### src/rtl/clk_div_prog.sv
// Runtime-programmable integer clock divider: 50%-duty clk_out for any divisor 2..2^WIDTH-1,
// plus a per-period tick strobe, a wrapping period counter and a load/ack divisor handshake.
`timescale 1ns/1ps
module clk_div_prog #(
   parameter int WIDTH       = 8,
   parameter int DEFAULT_DIV = 5,
   parameter int PCNT_W      = 8
) (
   input  logic              clk_in,
   input  logic              rst,
   input  logic              en,
   input  logic              sync_clr,
   input  logic [WIDTH-1:0]  div_in,
   input  logic              load,
   output logic              load_ack,
   output logic              load_err,
   output logic              busy,
   output logic [WIDTH-1:0]  div_cur,
   output logic              clk_out,
   output logic              tick,
   output logic [PCNT_W-1:0] period_cnt
);

   localparam logic [WIDTH-1:0] DEF_DIV = WIDTH'(DEFAULT_DIV);
   localparam logic [WIDTH-1:0] MIN_DIV = WIDTH'(2);

   generate
      if (DEFAULT_DIV < 2 || DEFAULT_DIV > (2**WIDTH - 1)) begin : g_bad_default
         $error("clk_div_prog: DEFAULT_DIV must lie in 2..2^WIDTH-1");
      end
   endgenerate

   logic [WIDTH-1:0]  div_cur_reg, div_cur_next;
   logic [WIDTH-1:0]  div_pend_reg, div_pend_next;
   logic              busy_reg, busy_next;
   logic [WIDTH-1:0]  cnt_reg, cnt_next;
   logic              pos_reg, pos_next;
   logic              neg_reg;
   logic              tick_reg, tick_next;
   logic              load_ack_reg, load_ack_next;
   logic              load_err_reg, load_err_next;
   logic [PCNT_W-1:0] period_cnt_reg, period_cnt_next;
   logic [WIDTH:0]    half_div;
   logic              load_ok;
   logic              last_cnt;
   logic              wrap;

   always_comb begin
      load_ok   = load && (div_in >= MIN_DIV);
      last_cnt  = (cnt_reg == (div_cur_reg - 1'b1));
      wrap      = en && (sync_clr || last_cnt);
      // One extra bit so div_cur = 2^WIDTH-1 cannot overflow.
      half_div  = ({1'b0, div_cur_reg} + 1'b1) >> 1;

      cnt_next        = cnt_reg;
      pos_next        = pos_reg;
      tick_next       = 1'b0;
      period_cnt_next = period_cnt_reg;
      div_cur_next    = div_cur_reg;
      div_pend_next   = div_pend_reg;
      busy_next       = busy_reg;
      load_ack_next   = 1'b0;
      load_err_next   = load && !load_ok;

      if (en) begin
         cnt_next  = wrap ? '0 : cnt_reg + 1'b1;
         pos_next  = ({1'b0, cnt_next} < half_div);
         tick_next = wrap;
         if (wrap) begin
            period_cnt_next = period_cnt_reg + 1'b1;
         end
      end

      // A valid load landing on the wrap edge supersedes anything pending.
      if (wrap) begin
         if (load_ok) begin
            div_cur_next  = div_in;
            busy_next     = 1'b0;
            load_ack_next = 1'b1;
         end else if (busy_reg) begin
            div_cur_next  = div_pend_reg;
            busy_next     = 1'b0;
            load_ack_next = 1'b1;
         end
      end else if (load_ok) begin
         div_pend_next = div_in;
         busy_next     = 1'b1;
      end
   end

   always_ff @(posedge clk_in or posedge rst) begin
      if (rst) begin
         div_cur_reg    <= DEF_DIV;
         div_pend_reg   <= '0;
         busy_reg       <= 1'b0;
         cnt_reg        <= DEF_DIV - 1'b1;
         pos_reg        <= 1'b0;
         tick_reg       <= 1'b0;
         load_ack_reg   <= 1'b0;
         load_err_reg   <= 1'b0;
         period_cnt_reg <= '0;
      end else begin
         div_cur_reg    <= div_cur_next;
         div_pend_reg   <= div_pend_next;
         busy_reg       <= busy_next;
         cnt_reg        <= cnt_next;
         pos_reg        <= pos_next;
         tick_reg       <= tick_next;
         load_ack_reg   <= load_ack_next;
         load_err_reg   <= load_err_next;
         period_cnt_reg <= period_cnt_next;
      end
   end

   // Half-cycle delayed copy of pos; ANDing it in trims odd-divisor high time by half a cycle.
   always_ff @(negedge clk_in or posedge rst) begin
      if (rst) begin
         neg_reg <= 1'b0;
      end else begin
         neg_reg <= pos_reg;
      end
   end

   assign clk_out    = div_cur_reg[0] ? (pos_reg & neg_reg) : pos_reg;
   assign tick       = tick_reg;
   assign load_ack   = load_ack_reg;
   assign load_err   = load_err_reg;
   assign busy       = busy_reg;
   assign div_cur    = div_cur_reg;
   assign period_cnt = period_cnt_reg;

endmodule

### config.mk
export PLATFORM = sky130hd
export DESIGN_NAME = clk_div_prog
export DESIGN_NICKNAME = d
export VERILOG_FILES = /design/src/rtl/clk_div_prog.sv
export SDC_FILE = /design/constraint.sdc
export NUM_CORES = 1
export LEC_CHECK = 0
export BUFFER_PORTS_ARGS = -buffer_cell sky130_fd_sc_hd__buf_2
export CAP_MARGIN = 10
export CORE_ASPECT_RATIO = 0.8
export CORE_UTILIZATION = 40
export DETAILED_ROUTE_END_ITERATION = 12
export GPL_TIMING_DRIVEN = 0
export MAX_ROUTING_LAYER = met4
export PLACE_DENSITY_LB_ADDON = 0.25
export SLEW_MARGIN = 20
export SYNTH_ARGS = -nofsm -noshare
export SYNTH_HDL_FRONTEND = slang
export SYNTH_SLANG_ARGS = --single-unit
### constraint.sdc
create_clock -name clk_in -period 8.2 [get_ports clk_in]
set_input_delay 0.82 -clock clk_in [delete_from_list [all_inputs] [get_ports clk_in]]
set_output_delay 0.82 -clock clk_in [all_outputs]
set_load 0.05 [all_outputs]
==> summary.md <==
| Metric | Value |
|---|---|
| Max Transition Viols Final | `0` |
| DP Area | `2680 µm²` |
| Xor and xnor area share after synthesis | `9.844%` |
| Cts hold-fix bufs | `0` |
| Synth Flop Type | `dfrtp_1` |
| LEAKAGE | `1.294 nW` |
| Total power | `756.4 µW` |
| DR vias/cell | `5.243` |
| Post-Synth Adder-Cell Area | `5.729%` |
| Largest buffer count on any clock path | `2` |
| Compound-Gate Fraction of Synth Area | `14.69%` |
| Via count | `1877` |
| CTS tree | `done` |
| Met2 Wirelength | `2.196 mm` |
| Die Y | `71.32 µm` |
| M1 WL | `2.659 mm` |
| Setup violators final | `0` |
| Post-synth EDFFs | `0` |
| TritonRoute pass-1 iters | `4` |
| CP arrival | `5140 ps` |
| Postcts setup bufs | `0` |
| Ports | `34` |
| Commonest cells after routing, fill and taps aside | `buf_2 (38), dfrtp_1 (34), xnor2_1 (22)` |
| Initial Utilization | `42.78%` |
| DR top layer | `met4` |
| First-pass GRT wire length | `8.776 mm` |
| DP Worst Slack | `2537 ps` |
| Row count | `24` |
| Antenna violations before repair | `0` |
| Startpoint Class | `flop` |
| H-Tree Level Count | `2` |
| CP max FO | `1` |
| R2r setup slk | `3540 ps` |
| Worst R2R Path Depth | `0` |
| Max cap viols | `0` |
| Post-Syn Nets | `263` |
| Synth top area cells | `dfrtp_1 (35%), xnor2_1 (8.0%), ha_1 (5.7%), mux2_4 (5.0%), a22o_1 (4.4%)` |
| Worst-Margin Slew | `466.2 ps` |
| Final worst setup slack | `2236 ps` |
| Worst min path class | `input pin to async pin` |
| Post-synthesis mux area share | `6.302%` |
| Layout area overhead | `15.16%` |
| Nets | `303` |
| Mean Syn Cell Area | `10.05 µm²` |
| Share of synthesized registers carrying an async set or reset | `100.0%` |
| Yosys warning total | `0` |
| Design Area, Final | `2766 µm²` |
| Post-Route Setup TNS | `0 ps` |
| Largest area contributor in the netlist | `dfrtp_1` |
| Gpl congestion | `0.7725` |
| Mapped Cells | `239` |
| Fillcell total | `553` |
| Post-DR wirelength/cell | `14.40 µm` |
| Worst slew margin | `68.63%` |
| Antenna diodes | `0` |
| Setup Crit Path Kind | `flop to output port` |
| Reg-to-reg startpoint | `pos_reg` |
| Die area | `6322 µm²` |
| HPWL after detailed placement | `3.868 mm` |
| Proportion of layout cells with a drive suffix above 1 | `25.36%` |
| Clk root buf | `clkbuf_8` |
| Post-Syn Area | `2402 µm²` |
| Max VDD drop | `212.8 µV` |
| Core region area | `5615 µm²` |
| Final Skew | `10.28 ps` |
| Drt drc | `0` |
| CP Capture Type | `output port` |
| Clock buffer count from CTS | `5` |
| #FFs+latches synth | `38` |
| Initial DRC count | `107` |
| Hold Vio Cnt, Final | `0` |
| Post_cts resized | `0` |
| Final wirelength | `5.156 mm` |
| RR Endpoint | `neg_reg` |
| Met3 wire length | `249 µm` |
| Largest net degree at the start of global routing | `32` |
| Clock transition at the registers of the reported paths | `80 ps` |
| Total Routing Usage GR | `18.82%` |
| Largest family of logic cells by synthesized area | `simple AND/OR/NAND/NOR gates` |
| Post-synth cell types | `53` |
| Clk sinks | `38` |
| GRT Residual Overflow | `0` |
| Register area share after synthesis | `39.74%` |
| CP required | `7380 ps` |
| Post-synthesis simple-gate area fraction | `17.55%` |
| Post-route ant nets | `0` |
| Power Density | `273.4 nW/µm²` |
| RSZ-0062 raised after global routing | `false` |
| Worst hold margin | `416.1 ps` |
| IO buf count | `32` |
| Commonest non-fill, non-tap cell in the layout | `buf_2` |
| Vias in the first global route | `1755` |
| Status | `finished clean` |
| Later-pin clock latency in the skew report | `290 ps` |
| Proportion of netlist area held by the largest area contributor | `35.42%` |
| Die Width | `88.65 µm` |
-- worst max path at each step --
stage	to	from	slack [ps]
4_1_cts	clk_out	neg_reg	2220
2_1_floorplan	neg_reg	rst	2510
3_3_place_gp	neg_reg	rst	1970
6_report	clk_out	neg_reg	2240
3_5_place_dp	clk_out	neg_reg	2540
5_1_grt	clk_out	neg_reg	2200
-- synth_stat cells (3+ instances only) --
cell,count
and3_1,7
a21oi_1,4
dfstp_2,3
nand2_1,4
mux2_4,8
xnor2_1,22
buf_2,6
nor3_1,4
a21boi_0,3
nor2b_1,4
ha_1,11
nor2_1,19
xor2_1,5
o21ai_0,9
a22o_1,12
nand3_1,15
buf_6,3
dfrtp_1,34
clkbuf_1,3
nand4_1,6
inv_1,14
-- cell type report --
type / count / area, µm² / area share (%)
Buffer: 15 / 91.34 / 3.302
Clock buffer: 6 / 72.57 / 2.623
Clock inverter: 2 / 13.76 / 0.4975
Inverter: 15 / 56.30 / 2.035
Multi-Input combinational cell: 171 / 1300 / 46.99
Sequential cell: 38 / 954.7 / 34.51
Tap cell: 78 / 97.59 / 3.528
Timing Repair Buffer: 33 / 180.2 / 6.513
-- per-stage QoR --
stage	util, %	instances
2_1_floorplan	-	239
3_3_place_gp	47.37	349
3_5_place_dp	47.73	350
4_1_cts	49.26	358
5_1_grt	49.26	358
6_report	49.26	358
-- logic make-up after synthesis --
group                    count (synthesis)
adder cells (fa/ha/maj)                 11
flip-flops                              38
buffers and inverters                   30
AO/OA/AOI/OAI                           47
AND/OR/NAND/NOR                         75
XOR/XNOR                                27
multiplexers                            11
-- per-layer routing --
| metal | up-vias | global-route usage, % |
|---|---|---|
| met5 | - | - |
| met4 | 0 | 5.197 |
| met3 | 7 | 4.032 |
| met2 | 46 | 25.21 |
| met1 | 894 | 28.37 |
| li1 | 930 | - |
-- worst max-delay path, stage by stage, from the launching register on --
cell and delay (ps):
dfrtn_1 390, o21a_1 110, buf_2 250
-- report_power, final --
part	switching [mW]	leakage [nW]	internal (mW)
registers	0.0440	0.466	0.232
clock network	0.0678	0.0452	0.0600
logic	0.224	0.783	0.128
total	0.336	1.29	0.420
Note: power is estimated with default switching activity, not from simulation.
